<file path="src/rtl/ascon_serial_host_if.sv">
`default_nettype none
// ============================================================================
// Module      : ascon_serial_host_if
// Description : Bit-serial link between the ASCON serial host and the core.
// Revision    : 1.0 - initial release
// ============================================================================
interface ascon_serial_host_if;
  logic core_rst;
  logic key_s;
  logic nonce_s;
  logic ad_s;
  logic text_s;
  logic tag_s;
  logic en_start;
  logic dec_start;
  logic en_ready;
  logic de_ready;
  logic ct_s;
  logic pt_s;
  logic tag_s_enc;
  logic tag_s_dec;
  logic msg_auth;

  modport master (
    output core_rst, key_s, nonce_s, ad_s, text_s, tag_s, en_start, dec_start,
    input  en_ready, de_ready, ct_s, pt_s, tag_s_enc, tag_s_dec, msg_auth
  );

  modport slave (
    input  core_rst, key_s, nonce_s, ad_s, text_s, tag_s, en_start, dec_start,
    output en_ready, de_ready, ct_s, pt_s, tag_s_enc, tag_s_dec, msg_auth
  );
endinterface
`default_nettype wire

</file>
<file path="src/rtl/ascon_serial_host.sv">
`default_nettype none
// ============================================================================
// Module      : ascon_serial_host
// Description : Serialises a parallel ASCON job into the bit-serial core and
//               deserialises its LSB-first result stream.
// Revision    : 1.0 - initial release
// ============================================================================
module ascon_serial_host #(
  parameter int KEY_L   = 128,
  parameter int A_L     = 40,
  parameter int TEXT_L  = 40,
  parameter int TIMEOUT = 1024
) (
  input  logic              clk,
  input  logic              rst_n,
  input  logic              start,
  input  logic              mode,
  input  logic [KEY_L-1:0]  key_p,
  input  logic [127:0]      nonce_p,
  input  logic [A_L-1:0]    ad_p,
  input  logic [TEXT_L-1:0] text_p,
  input  logic [127:0]      tag_p,
  ascon_serial_host_if.master core,
  output logic              busy,
  output logic              done,
  output logic [TEXT_L-1:0] result_p,
  output logic [127:0]      tag_out,
  output logic              auth_ok,
  output logic              timeout_err
);

  localparam int c_arm_w = $clog2(TIMEOUT + 1);
  localparam logic [c_arm_w-1:0] c_arm_last = c_arm_w'(TIMEOUT - 1);

  typedef enum logic [2:0] {
    S_IDLE    = 3'd0,
    S_LOAD    = 3'd1,
    S_ARM     = 3'd2,
    S_COLLECT = 3'd3,
    S_DONE    = 3'd4
  } state_t;

  state_t               r_state;
  logic                 r_mode;
  logic                 r_skip;
  logic [6:0]           r_cnt;
  logic [c_arm_w-1:0]   r_arm_cnt;
  logic [KEY_L-1:0]     r_key_sh;
  logic [127:0]         r_nonce_sh;
  logic [A_L-1:0]       r_ad_sh;
  logic [TEXT_L-1:0]    r_text_sh;
  logic [127:0]         r_tag_sh;

  logic w_ready;
  logic w_text_bit;
  logic w_tag_bit;

  assign w_ready    = r_mode ? core.de_ready  : core.en_ready;
  assign w_text_bit = r_mode ? core.pt_s      : core.ct_s;
  assign w_tag_bit  = r_mode ? core.tag_s_dec : core.tag_s_enc;

  always_ff @(posedge clk or negedge rst_n) begin
    if (!rst_n) begin
      r_state        <= S_IDLE;
      r_mode         <= 1'b0;
      r_skip         <= 1'b0;
      r_cnt          <= '0;
      r_arm_cnt      <= '0;
      r_key_sh       <= '0;
      r_nonce_sh     <= '0;
      r_ad_sh        <= '0;
      r_text_sh      <= '0;
      r_tag_sh       <= '0;
      core.core_rst  <= 1'b1;
      core.key_s     <= 1'b0;
      core.nonce_s   <= 1'b0;
      core.ad_s      <= 1'b0;
      core.text_s    <= 1'b0;
      core.tag_s     <= 1'b0;
      core.en_start  <= 1'b0;
      core.dec_start <= 1'b0;
      busy           <= 1'b0;
      done           <= 1'b0;
      result_p       <= '0;
      tag_out        <= '0;
      auth_ok        <= 1'b0;
      timeout_err    <= 1'b0;
    end else begin
      case (r_state)
        S_IDLE: begin
          done          <= 1'b0;
          core.core_rst <= 1'b1;
          if (start) begin
            // MSB goes straight to the pins; shadows hold the remaining bits
            r_mode        <= mode;
            r_key_sh      <= key_p << 1;
            r_nonce_sh    <= nonce_p << 1;
            r_ad_sh       <= ad_p << 1;
            r_text_sh     <= text_p << 1;
            r_tag_sh      <= tag_p << 1;
            core.key_s    <= key_p[KEY_L-1];
            core.nonce_s  <= nonce_p[127];
            core.ad_s     <= ad_p[A_L-1];
            core.text_s   <= text_p[TEXT_L-1];
            core.tag_s    <= tag_p[127];
            core.core_rst <= 1'b0;
            r_cnt         <= '0;
            timeout_err   <= 1'b0;
            busy          <= 1'b1;
            r_state       <= S_LOAD;
          end
        end

        S_LOAD: begin
          if (r_cnt == 7'd127) begin
            core.key_s     <= 1'b0;
            core.nonce_s   <= 1'b0;
            core.ad_s      <= 1'b0;
            core.text_s    <= 1'b0;
            core.tag_s     <= 1'b0;
            core.en_start  <= ~r_mode;
            core.dec_start <= r_mode;
            r_arm_cnt      <= '0;
            r_state        <= S_ARM;
          end else begin
            // zeros shift in behind short fields, giving the padding for free
            core.key_s   <= r_key_sh[KEY_L-1];
            core.nonce_s <= r_nonce_sh[127];
            core.ad_s    <= r_ad_sh[A_L-1];
            core.text_s  <= r_text_sh[TEXT_L-1];
            core.tag_s   <= r_tag_sh[127];
            r_key_sh     <= r_key_sh << 1;
            r_nonce_sh   <= r_nonce_sh << 1;
            r_ad_sh      <= r_ad_sh << 1;
            r_text_sh    <= r_text_sh << 1;
            r_tag_sh     <= r_tag_sh << 1;
            r_cnt        <= r_cnt + 7'd1;
          end
        end

        S_ARM: begin
          if (w_ready) begin
            core.en_start  <= 1'b0;
            core.dec_start <= 1'b0;
            r_cnt          <= '0;
            r_skip         <= 1'b1;
            r_state        <= S_COLLECT;
          end else if (r_arm_cnt == c_arm_last) begin
            core.en_start  <= 1'b0;
            core.dec_start <= 1'b0;
            timeout_err    <= 1'b1;
            auth_ok        <= 1'b0;
            done           <= 1'b1;
            r_state        <= S_DONE;
          end else begin
            r_arm_cnt <= r_arm_cnt + 1'b1;
          end
        end

        S_COLLECT: begin
          // first COLLECT cycle precedes the core's bit 0 on the line
          if (r_skip) begin
            r_skip <= 1'b0;
          end else begin
            tag_out[r_cnt] <= w_tag_bit;
            for (int b = 0; b < TEXT_L; b++) begin
              if (b == int'(r_cnt)) result_p[b] <= w_text_bit;
            end
            if (r_cnt == 7'd127) begin
              done    <= 1'b1;
              auth_ok <= r_mode ? core.msg_auth : 1'b1;
              r_state <= S_DONE;
            end else begin
              r_cnt <= r_cnt + 7'd1;
            end
          end
        end

        S_DONE: begin
          done          <= 1'b0;
          busy          <= 1'b0;
          core.core_rst <= 1'b1;
          r_state       <= S_IDLE;
        end

        default: begin
          r_state <= S_IDLE;
        end
      endcase
    end
  end

endmodule
`default_nettype wire

</file>
<file path="src/flat_wrapper.sv">
// flat-port wrapper written by rule: the top's interface ports become plain ports
module ascon_serial_host_flat 
#(
  parameter int KEY_L   = 128,
  parameter int A_L     = 40,
  parameter int TEXT_L  = 40,
  parameter int TIMEOUT = 1024
)
  (clk, rst_n, start, mode, key_p, nonce_p, ad_p, text_p, tag_p, busy, done, result_p, tag_out, auth_ok, timeout_err, core_core_rst, core_key_s, core_nonce_s, core_ad_s, core_text_s, core_tag_s, core_en_start, core_dec_start, core_en_ready, core_de_ready, core_ct_s, core_pt_s, core_tag_s_enc, core_tag_s_dec, core_msg_auth);
  ascon_serial_host_if core_i ();
  input  logic clk;
  input  logic rst_n;
  input  logic start;
  input  logic mode;
  input  logic [KEY_L-1:0] key_p;
  input  logic [127:0] nonce_p;
  input  logic [A_L-1:0] ad_p;
  input  logic [TEXT_L-1:0] text_p;
  input  logic [127:0] tag_p;
  output logic busy;
  output logic done;
  output logic [TEXT_L-1:0] result_p;
  output logic [127:0] tag_out;
  output logic auth_ok;
  output logic timeout_err;
  output wire logic [$bits(core_i.core_rst)-1:0] core_core_rst;
  output wire logic [$bits(core_i.key_s)-1:0] core_key_s;
  output wire logic [$bits(core_i.nonce_s)-1:0] core_nonce_s;
  output wire logic [$bits(core_i.ad_s)-1:0] core_ad_s;
  output wire logic [$bits(core_i.text_s)-1:0] core_text_s;
  output wire logic [$bits(core_i.tag_s)-1:0] core_tag_s;
  output wire logic [$bits(core_i.en_start)-1:0] core_en_start;
  output wire logic [$bits(core_i.dec_start)-1:0] core_dec_start;
  input wire logic [$bits(core_i.en_ready)-1:0] core_en_ready;
  input wire logic [$bits(core_i.de_ready)-1:0] core_de_ready;
  input wire logic [$bits(core_i.ct_s)-1:0] core_ct_s;
  input wire logic [$bits(core_i.pt_s)-1:0] core_pt_s;
  input wire logic [$bits(core_i.tag_s_enc)-1:0] core_tag_s_enc;
  input wire logic [$bits(core_i.tag_s_dec)-1:0] core_tag_s_dec;
  input wire logic [$bits(core_i.msg_auth)-1:0] core_msg_auth;
  assign core_core_rst = core_i.core_rst;
  assign core_key_s = core_i.key_s;
  assign core_nonce_s = core_i.nonce_s;
  assign core_ad_s = core_i.ad_s;
  assign core_text_s = core_i.text_s;
  assign core_tag_s = core_i.tag_s;
  assign core_en_start = core_i.en_start;
  assign core_dec_start = core_i.dec_start;
  assign core_i.en_ready = core_en_ready;
  assign core_i.de_ready = core_de_ready;
  assign core_i.ct_s = core_ct_s;
  assign core_i.pt_s = core_pt_s;
  assign core_i.tag_s_enc = core_tag_s_enc;
  assign core_i.tag_s_dec = core_tag_s_dec;
  assign core_i.msg_auth = core_msg_auth;
  ascon_serial_host #(.KEY_L(KEY_L), .A_L(A_L), .TEXT_L(TEXT_L), .TIMEOUT(TIMEOUT)) u_core (.clk(clk), .rst_n(rst_n), .start(start), .mode(mode), .key_p(key_p), .nonce_p(nonce_p), .ad_p(ad_p), .text_p(text_p), .tag_p(tag_p), .core(core_i), .busy(busy), .done(done), .result_p(result_p), .tag_out(tag_out), .auth_ok(auth_ok), .timeout_err(timeout_err));
endmodule
</file>
<file path="config.mk">
export PLATFORM = sky130hd
export DESIGN_NAME = ascon_serial_host_flat
export DESIGN_NICKNAME = d
export VERILOG_FILES = /design/src/rtl/ascon_serial_host_if.sv /design/src/rtl/ascon_serial_host.sv /design/src/flat_wrapper.sv
export SDC_FILE = /design/constraint.sdc
export NUM_CORES = 2
export LEC_CHECK = 0
export CORE_AREA = 2 2 319 321
export CTS_CLUSTER_SIZE = 28
export DETAILED_ROUTE_END_ITERATION = 7
export DIE_AREA = 0 0 321 323
export GPL_TIMING_DRIVEN = 0
export HOLD_SLACK_MARGIN = 0.02
export PLACE_DENSITY = 0.63
export REMOVE_ABC_BUFFERS = 1
export SYNTH_ARGS = -nofsm -noshare
export SYNTH_HDL_FRONTEND = slang
export SYNTH_SLANG_ARGS = --single-unit
</file>
<file path="constraint.sdc">
create_clock -name clk -period 2.4 [get_ports clk]
set_clock_uncertainty 0.1 [all_clocks]
set_input_delay 0.6 -clock clk [delete_from_list [all_inputs] [get_ports clk]]
set_output_delay 0.6 -clock clk [all_outputs]
set_load 0.02 [all_outputs]
</file>
### Word-level counts from Yosys, hierarchy flattened

Cells that the tools add are included.

| cells by class | value |
|---|---|
| eq/ne operators | 55 |
| muxes and demuxes | 76 |
| bitwise logic cells | 2 |
| reductions and logical operators | 64 |
| add/sub/neg operators | 2 |
| $lt $le $gt $ge | 2 |

Operators by type and width:

| operator | count |
|---|---|
| 128-bit two-way mux | 6 |
| 128-bit one-hot mux with 2 select lines | 3 |
| 40-bit two-way mux | 4 |
| 40-bit one-hot mux with 2 select lines | 2 |
| 128-bit bitwise mux | 1 |
| 3-bit AND reduction | 42 |
| 6-bit by 7-bit equality test with 1-bit output, first input constant | 16 |
| 5-bit by 7-bit equality test with 1-bit output, first input constant | 8 |
| 7-bit equality test, first input constant | 8 |
| 11-bit two-way mux | 3 |
| 1-bit two-way mux | 30 |
| 4-bit by 7-bit equality test with 1-bit output, first input constant | 4 |
| 7-bit two-way mux | 4 |
| 7-bit one-hot mux with 4 select lines | 1 |
| 1-bit one-hot mux with 2 select lines | 12 |
| 11-bit one-hot mux with 2 select lines | 1 |
| 3-bit two-way mux | 6 |
| 5-bit AND reduction | 3 |
| 3-bit by 7-bit equality test with 1-bit output, first input constant | 2 |
| 3-bit one-hot mux with 4 select lines | 1 |
| 4-bit AND reduction | 3 |
| 11-bit by 1-bit adder with 11-bit output, second input constant | 1 |
| 11-bit by 10-bit equality test with 1-bit output, second input constant | 1 |
| 2-bit inequality test, second input constant | 5 |
| 21 further kinds | 34 |

| word-level totals | value |
|---|---|
| register bits after elaboration | 667 |
| input bits | 475 |
| output and inout port bits | 180 |

### Logic depth before layout (Yosys ltp)

| logic depth | value |
|---|---|
| depth in word-level cells | 5 |
| depth in mapped cells | 10 |

### Worst setup path before layout

OpenSTA, ideal clock, no wires.

| timing | value |
|---|---|
| kind | flip-flop to flip-flop |
| from | register u_core.r_cnt[1] |
| to | register u_core.r_key_sh[100] |
| period minus slack after synthesis | 2.235 ns |
| arrival time | 2.053 ns |
| cell stages (with the launch flop) | 11 |
| slack | 0.165 ns |
| required time | 2.217 ns |
| path buffers | 4 |
| cell sequence | dfrtp_1 ha_1 and4_1 nand2_1 a21oi_2 buf_2 buf_6 buf_4 buf_6 nand2_1 o21ai_0 |

| on the way | value |
|---|---|
| longest elaborated chain between the ends | 3 |

Ends and longest elaborated chain:

| what | line | text |
|---|---|---|
| start: declaration | ascon_serial_host.sv:46 | `logic [6:0] r_cnt;` |
| start signal: assignment | ascon_serial_host.sv:137 | `r_cnt <= r_cnt + 7'd1;` |
| start signal: assignment | ascon_serial_host.sv:174 | `r_cnt <= r_cnt + 7'd1;` |
| 7-bit equality test | ascon_serial_host.sv:115 | `if (r_cnt == 7'd127) begin` |
| 2-bit inequality test (no line) | - |  |
| 3-bit AND reduction (no line) | - |  |
| end signal: assignment | ascon_serial_host.sv:96 | `r_key_sh <= key_p << 1;` |
| end signal: assignment | ascon_serial_host.sv:132 | `r_key_sh <= r_key_sh << 1;` |
| end: declaration | ascon_serial_host.sv:48 | `logic [KEY_L-1:0] r_key_sh;` |

No other way between the ends.
A chain may end at the register's enable or synchronous reset.

### Final worst setup path

| timing | value |
|---|---|
| from | register u_core.r_state[1] |
| to | register u_core.r_nonce_sh[16] |

| on the way | value |
|---|---|
| longest elaborated chain between the ends | 3 |

Ends and longest elaborated chain:

| what | line | text |
|---|---|---|
| start: declaration | ascon_serial_host.sv:43 | `state_t r_state;` |
| start signal: assignment | ascon_serial_host.sv:64 | `r_state <= S_IDLE;` |
| start signal: assignment | ascon_serial_host.sv:110 | `r_state <= S_LOAD;` |
| start signal: assignment | ascon_serial_host.sv:124 | `r_state <= S_ARM;` |
| 3-bit by 1-bit equality test with 1-bit output / 3-bit zero test (equally long branches) | ascon_serial_host.sv:89 | `case (r_state)` |
| 2-bit inequality test (no line) / 2-bit nonzero test (equally long branches) | - |  |
| 3-bit AND reduction (no line) | - |  |
| end signal: assignment | ascon_serial_host.sv:97 | `r_nonce_sh <= nonce_p << 1;` |
| end signal: assignment | ascon_serial_host.sv:133 | `r_nonce_sh <= r_nonce_sh << 1;` |
| end: declaration | ascon_serial_host.sv:49 | `logic [127:0] r_nonce_sh;` |

Several ways; a longest one is shown, not always the timed one.

==> flow_summary.ini <==
[run_status]
status = finished with violations
violations = hold timing

[synth]
synthCells = 2832
synth_simple_gate_area_share_pct = 9.492
yosys.cell_types.count = 53
netlist.area_leader.share_pct = 55.48
yosysTopAreaCell = dfrtp_1
synth_mux_area_share_pct = 17.14
ys.warnings.count = 0
synth_edf_count = 0
synth_area_leaders = dfrtp_1 55%, mux2i_1 16%, o21ai_0 8.1%, nand2_1 6.6%, a31oi_1 1.9%
synth_compound_area_share_pct = 13.46
avgSynthCellArea_um2 = 10.53
synth_area_um2 = 29820
synthArstFlopShare_pct = 100.0
synth_fa_ha_area_share_pct = 0.2098
synth_top_family_by_area = multiplexers
ys_seq_area_share_pct = 55.56
synth_xor_area_share_pct = 0.08812
ys.flop_type = dfrtp_1
ys_ff_latch = 662

[sta]
finalSetupViolations = 0
rsz0062_at_grt = yes
setup_slack_ps = 1.390
period_minus_slack_ps = 2399
finalHoldViolCount = 65
hold_ws_ps = -174.1
worst_pin_slew_ps = 1135
fmaxAchievable_mhz = 416.9
drv_slew = 0
finalCritPeriodShare_pct = 99.94
worst_slew_margin_rel_pct = 23.73

[clock_network]
numClockSinks = 662
numCtsBuffers = 77
cts_tree = done
cts_buffer_depth = 3
cts-root-buf = clkbuf_16
path_clk_slew_ps = 60
h-tree-depth = 3
clk_latency_ps = 640

[global_route]
use_met1_pct = 23.06
grt_overflow = 0
grt_use_total_pct = 19.09
grt_max_degree = 115
use_met3_pct = 6.280
antenna_found_initial = 27
first_global_vias = 24460
grt_pass1_wl_um = 152100
grt-busiest-layer = met2
use_met2_pct = 31.68

[layout]
fill_cells = 9259
final_core_util_pct = 44.51
fin_cells = 4964
syn2layout_area_growth_pct = 50.34
drive_gt1_share_pct = 17.04
final_nets = 4063
postLayoutCellArea_um2 = 44820

[place]
post-dp-hpwl_um = 63340
post-place-ws_ps = -2148
dp_cells = 4634
place_congestion = 0.8083
dpl_cell_area_um2 = 38170
portBuffers = 654

[setup_path]
end_kind = register
start_kind = register
required_ps = 2810
crit_arrival_ps = 2810
crit_type = reg -> reg
path_max_fanout = 6

[pwr]
p_sw_mw = 21.96
swShare_pct = 36.28
p_comb_share_pct = 50.3
p_clk_share_pct = 19.9
peakVddDrop_mv = 0.9035
seq_power_share_pct = 29.8
p_leak_nw = 18.74
power_density_nw_per_um2 = 1350
p_int_mw = 38.57

[routing]
dr.first_iter.drc_count = 1527
wl_um = 101500
post-route-drc-count = 0
vias = 24360
drtPass1Iterations = 6
viasPerCell = 4.907
antenna_left = 0
wire_per_inst_um = 20.45

[die]
dieArea_um2 = 103700
die_h_um = 323
num_io_pins = 655
initial_core_util_pct = 29.60
row_count = 117
core_um2 = 100700
die_x_um = 321

[min_path]
min_path_type = in -> async

[flow_run]
maxCapViolations = 0
==> final timing paths <==
path,startpoint,to,slack (ps),depth (start not counted)
worst max register to register,u_core.r_state[1],u_core.r_nonce_sh[16],1,12
worst max-delay path,u_core.r_state[1],u_core.r_nonce_sh[16],1,12
worst min-delay path,rst_n,u_core.r_ad_sh[6],-170,1
max in group asynchronous,rst_n,u_core.r_key_sh[40],450,4
worst min register to register,u_core.r_nonce_sh[121],u_core.r_nonce_sh[121],380,2
min in group clk,u_core.r_nonce_sh[121],u_core.r_nonce_sh[121],380,2
==> what timing repair did <==
item,CTS,global route
resized for setup,507,70
endpoints found under the setup margin,685,563
hold endpoints to repair,65,65
pin swaps,122,9
buffers inserted,87,36
cloned,70,3
==> cells in the mapped netlist, types with 2 or more instances <==
cell type and instances:
clkbuf_1 102, nand4_1 6, buf_4 4, nor3b_1 2, a22o_1 8, nand2b_1 13, o31ai_1 25, mux2i_1 462
buf_6 32, inv_1 7, a21oi_1 111, a211oi_1 2, dfrtp_1 661, nand3_1 21, buf_1 3, or4_1 5
nand2_1 523, nor2b_1 5, and4_1 3, ha_1 5, nor2_1 52, or3_1 3, nor3_1 22, o21ai_1 14
nor2_2 5, xor2_1 3, nand4bb_1 2, buf_2 78, and3_1 7, o211ai_1 4, and2_1 8, o21ai_0 481
mux2_2 42, a31oi_1 92
==> through the flow <==
step	setup TNS, ps	power [mW]
2_1_floorplan	-	21.50
3_3_place_gp	-	22.16
3_5_place_dp	-860480	37.45
4_1_cts	-15060	60.62
5_1_grt	-670.5	64.29
6_report	0	60.53
==> power groups by stage <==
| stage | logic [mW] | registers (mW) | clock network (mW) |
|---|---|---|---|
| 2_1_floorplan | 6.29 | 15.2 | 0 |
| 3_3_place_gp | 7.81 | 14.4 | 0 |
| 3_5_place_dp | 19.4 | 18.0 | 0 |
| 4_1_cts | 30.3 | 18.0 | 12.4 |
| 5_1_grt | 32.9 | 18.5 | 12.9 |
| 6_report | 30.4 | 18.1 | 12.0 |
==> area by class of cell <==
cell class / instances / area, um2 / share of cell area (%)
repair buffers: 890 / 11000 / 24.54
clock buffers: 121 / 2305 / 5.142
flip-flops and latches: 662 / 16590 / 37.01
inverters: 7 / 26.28 / 0.05862
clock inverters: 19 / 260.3 / 0.5806
multi-input cells: 1945 / 12980 / 28.95
well taps: 1309 / 1638 / 3.654
diodes: 11 / 27.53 / 0.06141
==> layer usage <==
layer / share of wire, % / routed length (um) / vias up
li1: - / - / 11540
met1: 40 / 41010 / 11860
met2: 48 / 48620 / 744
met3: 8.3 / 8379 / 177
met4: 3.2 / 3244 / 40
met5: 0.26 / 269 / -
==> critical path, stage by stage, from the launching register on <==
cell     delay [ps]
dfrtp_4         510
buf_6           130
nor4b_4         260
buf_4           200
a21oi_4          50
buf_6           140
buf_16          150
buf_16          150
buf_16          150
buf_12          130
buf_16          140
nand2_4          70
o21ai_2          50
==> flip-flops by register name, indices dropped and copies added, names as in the netlist <==
register	flops
u_core.r_arm_cnt	11
u_core.r_mode	1
u_core.done	1
u_core.r_cnt	7
u_core.core.ad_s	1
u_core.core.key_s	1
u_core.core.text_s	1
u_core.r_skip	1
u_core.core.en_start	1
u_core.core.nonce_s	1
u_core.r_key_sh	127
u_core.r_state	3
u_core.busy	1
u_core.result_p	40
u_core.auth_ok	1
u_core.core.tag_s	1
u_core.core.dec_start	1
u_core.timeout_err	1
u_core.r_text_sh	39
u_core.core.core_rst	1
u_core.r_nonce_sh	127
u_core.tag_out	128
u_core.r_ad_sh	39
u_core.r_tag_sh	127
==> cell usage in the layout, fill, tap and decap left out, types with 42 or more instances in the layout <==
| cell type | instances |
|---|---|
| dfrtp_1 | 650 |
| clkdlybuf4s50_1 | 603 |
| mux2i_1 | 444 |
| nand2_1 | 423 |
| o21ai_0 | 313 |
| o21ai_1 | 124 |
| a21oi_1 | 111 |
| a31oi_1 | 92 |
| nand2_2 | 83 |
| clkbuf_16 | 82 |
| buf_16 | 72 |
| buf_4 | 71 |
| o21ai_2 | 58 |
| buf_12 | 43 |
| mux2_2 | 42 |
| nor2_1 | 42 |
==> kinds of logic (layout without fill, tap and decap cells) <==
| family | count (synthesis) | count (layout) |
|---|---|---|
| DFF | 662 | 662 |
| other | 0 | 11 |
| buffers and inverters | 227 | 1037 |
| muxes | 505 | 505 |
| xor gates and xnor gates | 3 | 3 |
| and+or+nand+nor | 683 | 684 |
| adders and majority gates | 5 | 5 |
| AOI/OAI and AO/OA | 747 | 748 |
No activity file was read; power rests on OpenSTA's default activity.
